==> src/rtl/uart_pkg.sv <==
// rtl/uart_pkg.sv - shared FSM state encoding and line-mux select constants for the UART transmitter
package uart_pkg;

    typedef enum logic [2:0] {
        ST_IDLE   = 3'd0,
        ST_START  = 3'd1,
        ST_DATA   = 3'd2,
        ST_PARITY = 3'd3,
        ST_STOP   = 3'd4
    } state_t;

    localparam logic [1:0] SEL_START = 2'b00;
    localparam logic [1:0] SEL_STOP  = 2'b01;
    localparam logic [1:0] SEL_DATA  = 2'b10;
    localparam logic [1:0] SEL_PAR   = 2'b11;

    // Idle and stop share the marking level, so both select the stop input.
    function automatic logic [1:0] sel_of(input state_t s);
        logic [1:0] sel;
        case (s)
            ST_START:  sel = SEL_START;
            ST_DATA:   sel = SEL_DATA;
            ST_PARITY: sel = SEL_PAR;
            default:   sel = SEL_STOP;
        endcase
        return sel;
    endfunction

endpackage

==> src/rtl/parity_calc.sv <==
// rtl/parity_calc.sv - even/odd parity of a data word
module parity_calc #(
    parameter int WIDTH = 8
) (
    input  logic [WIDTH-1:0] word,
    input  logic             par_typ,
    output logic             par_bit
);

    assign par_bit = (^word) ^ par_typ;

endmodule

==> src/rtl/uart_tx_ctrl.sv <==
// rtl/uart_tx_ctrl.sv - UART transmit frame sequencer driving the line-mux select, data bit and parity bit
module uart_tx_ctrl
    import uart_pkg::*;
#(
    parameter int BUS_WIDTH = 8
) (
    input  logic                 CLK,
    input  logic                 RST,
    input  logic [BUS_WIDTH-1:0] P_DATA,
    input  logic                 DATA_VALID,
    input  logic                 PAR_EN,
    input  logic                 PAR_TYP,
    output logic [1:0]           mux_sel,
    output logic                 SER_DATA,
    output logic                 PAR_BIT,
    output logic                 busy_in
);

    localparam int CNT_W = (BUS_WIDTH > 1) ? $clog2(BUS_WIDTH) : 1;
    localparam logic [CNT_W-1:0] LAST_BIT = CNT_W'(BUS_WIDTH - 1);

    state_t                 state_q,   state_d;
    logic [CNT_W-1:0]       cnt_q,     cnt_d;
    logic [BUS_WIDTH-1:0]   word_q,    word_d;
    logic                   par_en_q,  par_en_d;
    logic                   par_typ_q, par_typ_d;

    always_comb begin
        state_d   = state_q;
        cnt_d     = cnt_q;
        word_d    = word_q;
        par_en_d  = par_en_q;
        par_typ_d = par_typ_q;
        case (state_q)
            ST_IDLE, ST_STOP: begin
                // STOP doubles as an accept point so frames can run back to back.
                if (DATA_VALID) begin
                    state_d   = ST_START;
                    word_d    = P_DATA;
                    par_en_d  = PAR_EN;
                    par_typ_d = PAR_TYP;
                end else begin
                    state_d = ST_IDLE;
                end
            end
            ST_START: begin
                state_d = ST_DATA;
                cnt_d   = '0;
            end
            ST_DATA: begin
                if (cnt_q == LAST_BIT) begin
                    cnt_d   = '0;
                    state_d = par_en_q ? ST_PARITY : ST_STOP;
                end else begin
                    cnt_d = cnt_q + 1'b1;
                end
            end
            ST_PARITY: state_d = ST_STOP;
            default:   state_d = ST_IDLE;
        endcase
    end

    always_ff @(posedge CLK or posedge RST) begin
        if (RST) begin
            state_q   <= ST_IDLE;
            cnt_q     <= '0;
            word_q    <= '0;
            par_en_q  <= 1'b0;
            par_typ_q <= 1'b0;
        end else begin
            state_q   <= state_d;
            cnt_q     <= cnt_d;
            word_q    <= word_d;
            par_en_q  <= par_en_d;
            par_typ_q <= par_typ_d;
        end
    end

    parity_calc #(
        .WIDTH(BUS_WIDTH)
    ) u_parity (
        .word    (word_q),
        .par_typ (par_typ_q),
        .par_bit (PAR_BIT)
    );

    assign mux_sel  = sel_of(state_q);
    assign busy_in  = (state_q != ST_IDLE);
    assign SER_DATA = (state_q == ST_DATA) & word_q[cnt_q];

endmodule

==> config.mk <==
export PLATFORM = sky130hd
export DESIGN_NAME = uart_tx_ctrl
export DESIGN_NICKNAME = d
export VERILOG_FILES = /design/src/rtl/uart_pkg.sv /design/src/rtl/parity_calc.sv /design/src/rtl/uart_tx_ctrl.sv
export SDC_FILE = /design/constraint.sdc
export NUM_CORES = 1
export LEC_CHECK = 0
export ABC_CLOCK_PERIOD_IN_PS = 2200
export BUFFER_PORTS_ARGS = -buffer_cell sky130_fd_sc_hd__buf_2
export CAP_MARGIN = 10
export CORE_AREA = 2 2 51 53
export DETAILED_ROUTE_END_ITERATION = 8
export DIE_AREA = 0 0 53 55
export MAX_ROUTING_LAYER = met4
export SLEW_MARGIN = 0
export SYNTH_ARGS = -nofsm -noshare
export SYNTH_HDL_FRONTEND = slang
export SYNTH_SLANG_ARGS = --single-unit
==> constraint.sdc <==
create_clock -name CLK -period 2.2 [get_ports CLK]
set_input_delay 0.44 -clock CLK [delete_from_list [all_inputs] [get_ports CLK]]
set_output_delay 0.44 -clock CLK [all_outputs]
set_load 0.02 [all_outputs]
==> metrics.cfg <==
[setup_path]
cp-end-kind = output port
cp-start-kind = register
r2r_slack_ns = 0.62
crit_buf_inv = 1
crit-reg2reg-capture = cnt_q[0]
arrival_ns = 1.67
critical_path_class = reg -> out
slowest_stage = mux4_1
r2r_start = cnt_q[0]
slowest_delay_ns = 0.56
r2r_cells = 6
path_max_fanout = 4
required_ns = 1.76
cp_cell_sequence = mux4_1, o2111a_1, buf_2
critPathTopFamily = multiplexers

[routing]
drc = 0
wl_mm = 1.67
drt_pass1_iterations = 3
vias_per_cell = 4.81
first_iter_violations = 2
wl_met1_um = 823
top_layer = met4
detail-route-antenna-nets = 0
met2WireLength_um = 753
vias = 601
wl_met3_um = 55
wire_per_inst_um = 13.3

[timing]
max_slew_margin_pct = 58.8
clock.fmax_mhz = 475
tns_ns = 0
setup_viol = 0
period_share_pct = 95.7
hold_viol = 0
skew_ns = 0.00301
rsz0062_at_grt = no
worst_slew_pin_slew_ns = 0.617
drv_slew = 0
period_needed_ns = 2.11

[logic_synthesis]
syn_area_um2 = 901
ys_warn_count = 0
syn_avg_cell_area_um2 = 12.5
synth_edf_count = 0
yosys_register_bits = 16
yosys.cell_types.count = 26
ys.flop_type = dfrtp_1
synth_cells = 72
async_flop_share_pct = 100
ys_seq_area_share_pct = 44.4
synth_nets = 87

[pwr]
p_int_w = 0.00115
p_clk_share_pct = 10.5
power_w = 0.00189
p_seq_share_pct = 31.4
p_sw_w = 0.000745
p_comb_share_pct = 58.1
ir_drop_mv = 1.12
power_density_nw_per_um2 = 1770
switching_share_pct = 39.3
p_leak_nw = 0.517

[min_path]
min_path_type = in -> async

[cts]
clk_path_buf_depth = 2
clk_pin_slew_ns = 0.10
ctsHtreeMaxLevel = 1
cts_root_buffer = clkbuf_4
cts_inserted_buffers = 3
clock_sinks = 16
cts_tree = done
clk_latency_ns = 0.29

[floorplanning]
io_pins = 18
core_area_um2 = 2360
fp.dieH_um = 55
start_util_pct = 38.1
core.rowCount = 18
die_x_um = 53
die_area_um2 = 2920

[layout]
final_common_cell = buf_2
nets = 111
final_cell_mix = buf_2, dfrtp_1, mux2_4
syn2layout_area_growth_pct = 19.0
drive_gt1_share_pct = 40.0
antennaDiodeCount = 0
nFillCells = 230

[global_routing]
grt_pass1_wl_mm = 2.78
grt_overflow = 0
grt_pass1_vias = 576
grt_max_degree = 17
grt_use_total_pct = 14.4
antenna_found_initial = 0

[placed_design]
place_congestion = 0.782
io_buffers = 17
hpwl_mm = 1.20

[run_status]
status = completed

[run]
maxCapViolCount = 0

[metal layers]
| metal | vias up | global-route usage (%) |
|---|---|---|
| met2 | 12 | 19.6 |
| met5 | - | - |
| met1 | 279 | 19.3 |
| met4 | 0 | 8.97 |
| li1 | 306 | - |
| met3 | 4 | 3.49 |
[cell type report]
class	count	area [um^2]	area share (%)
multi-input cells	50	470	43.9
inverters	5	18.8	1.75
repair buffers	20	108	10.0
flip-flops and latches	16	402	37.5
clock buffers	4	36.3	3.38
well taps	30	37.5	3.50
[synthesized netlist by cell type, types with 2 or more instances]
master	number	share of area, %
a21o_1	2	1.7
a22oi_1	2	1.7
o21ai_0	4	2.2
inv_1	3	1.2
inv_2	2	0.83
nand2_1	5	2.1
nor2_1	2	0.83
a21oi_1	3	1.7
nor2b_1	2	1.4
ha_1	2	2.8
mux2_4	10	17
dfrtp_1	16	44
mux2i_1	2	2.2
xnor2_1	5	4.9
[how the worst max path moves through the flow]
stage | slack [ns] | endpoint | cells after the start | startpoint
2_1_floorplan | 0.42 | PAR_BIT | 3 | word_q[5]
3_3_place_gp | 0.37 | SER_DATA | 3 | cnt_q[0]
3_5_place_dp | 0.32 | SER_DATA | 3 | cnt_q[0]
4_1_cts | 0.03 | SER_DATA | 3 | cnt_q[0]
5_1_grt | 0.02 | SER_DATA | 3 | cnt_q[0]
6_report | 0.09 | SER_DATA | 3 | cnt_q[0]
[logic make-up after synthesis]
| logic type | synth area share (%) |
|---|---|
| AOI/OAI and AO/OA | 10.3 |
| adders and majority gates | 2.78 |
| xor gates and xnor gates | 8.33 |
| DFF | 44.4 |
| muxes | 21.8 |
| and+or+nand+nor | 9.03 |
| buffers and inverters | 3.33 |
[power by group through the flow]
stage	clock network (W)	registers [W]	logic (W)
6_report	0.000199	0.000594	0.00110
3_3_place_gp	0	0.000601	0.00106
3_5_place_dp	0	0.000602	0.00108
2_1_floorplan	0	0.000558	0.000873
4_1_cts	0.000210	0.000601	0.00109
5_1_grt	0.000221	0.000618	0.00121
[what timing repair did]
| item | CTS | global route |
|---|---|---|
| setup buffers | 0 | 2 |
| gates resized for setup | 1 | 0 |
| endpoints found under the setup margin | 1 | 1 |
| hold buffers | 0 | 0 |
[worst reg2reg max path, delay by kind of cell (launching register included)]
family	cells	cell delay (ns)
flip-flops	1	0.44
adder cells (fa/ha/maj)	2	0.42
AO/OA/AOI/OAI	2	0.22
buffers and inverters	1	0.15
AND/OR/NAND/NOR	1	0.28
[sequential cells by signal (all words and copies together) (netlist names)]
register,count
word_q,8
cnt_q,3
state_q,3
par_en_q,1
par_typ_q,1
[metrics by stage]
stage | hold slack, ns | cells | area (um^2) | setup slack [ns] | utilization [%]
floorplan | 0.354 | 72 | 901 | 0.424 | -
global placement | 0.525 | 119 | 1020 | 0.366 | 43.1
detailed placement | 0.525 | 119 | 1020 | 0.325 | 43.1
CTS | 0.225 | 123 | 1060 | 0.0307 | 44.7
global route | 0.254 | 125 | 1070 | 0.0210 | 45.3
finish | 0.208 | 125 | 1070 | 0.0937 | 45.3
Note: power is estimated with default switching activity, not from simulation.
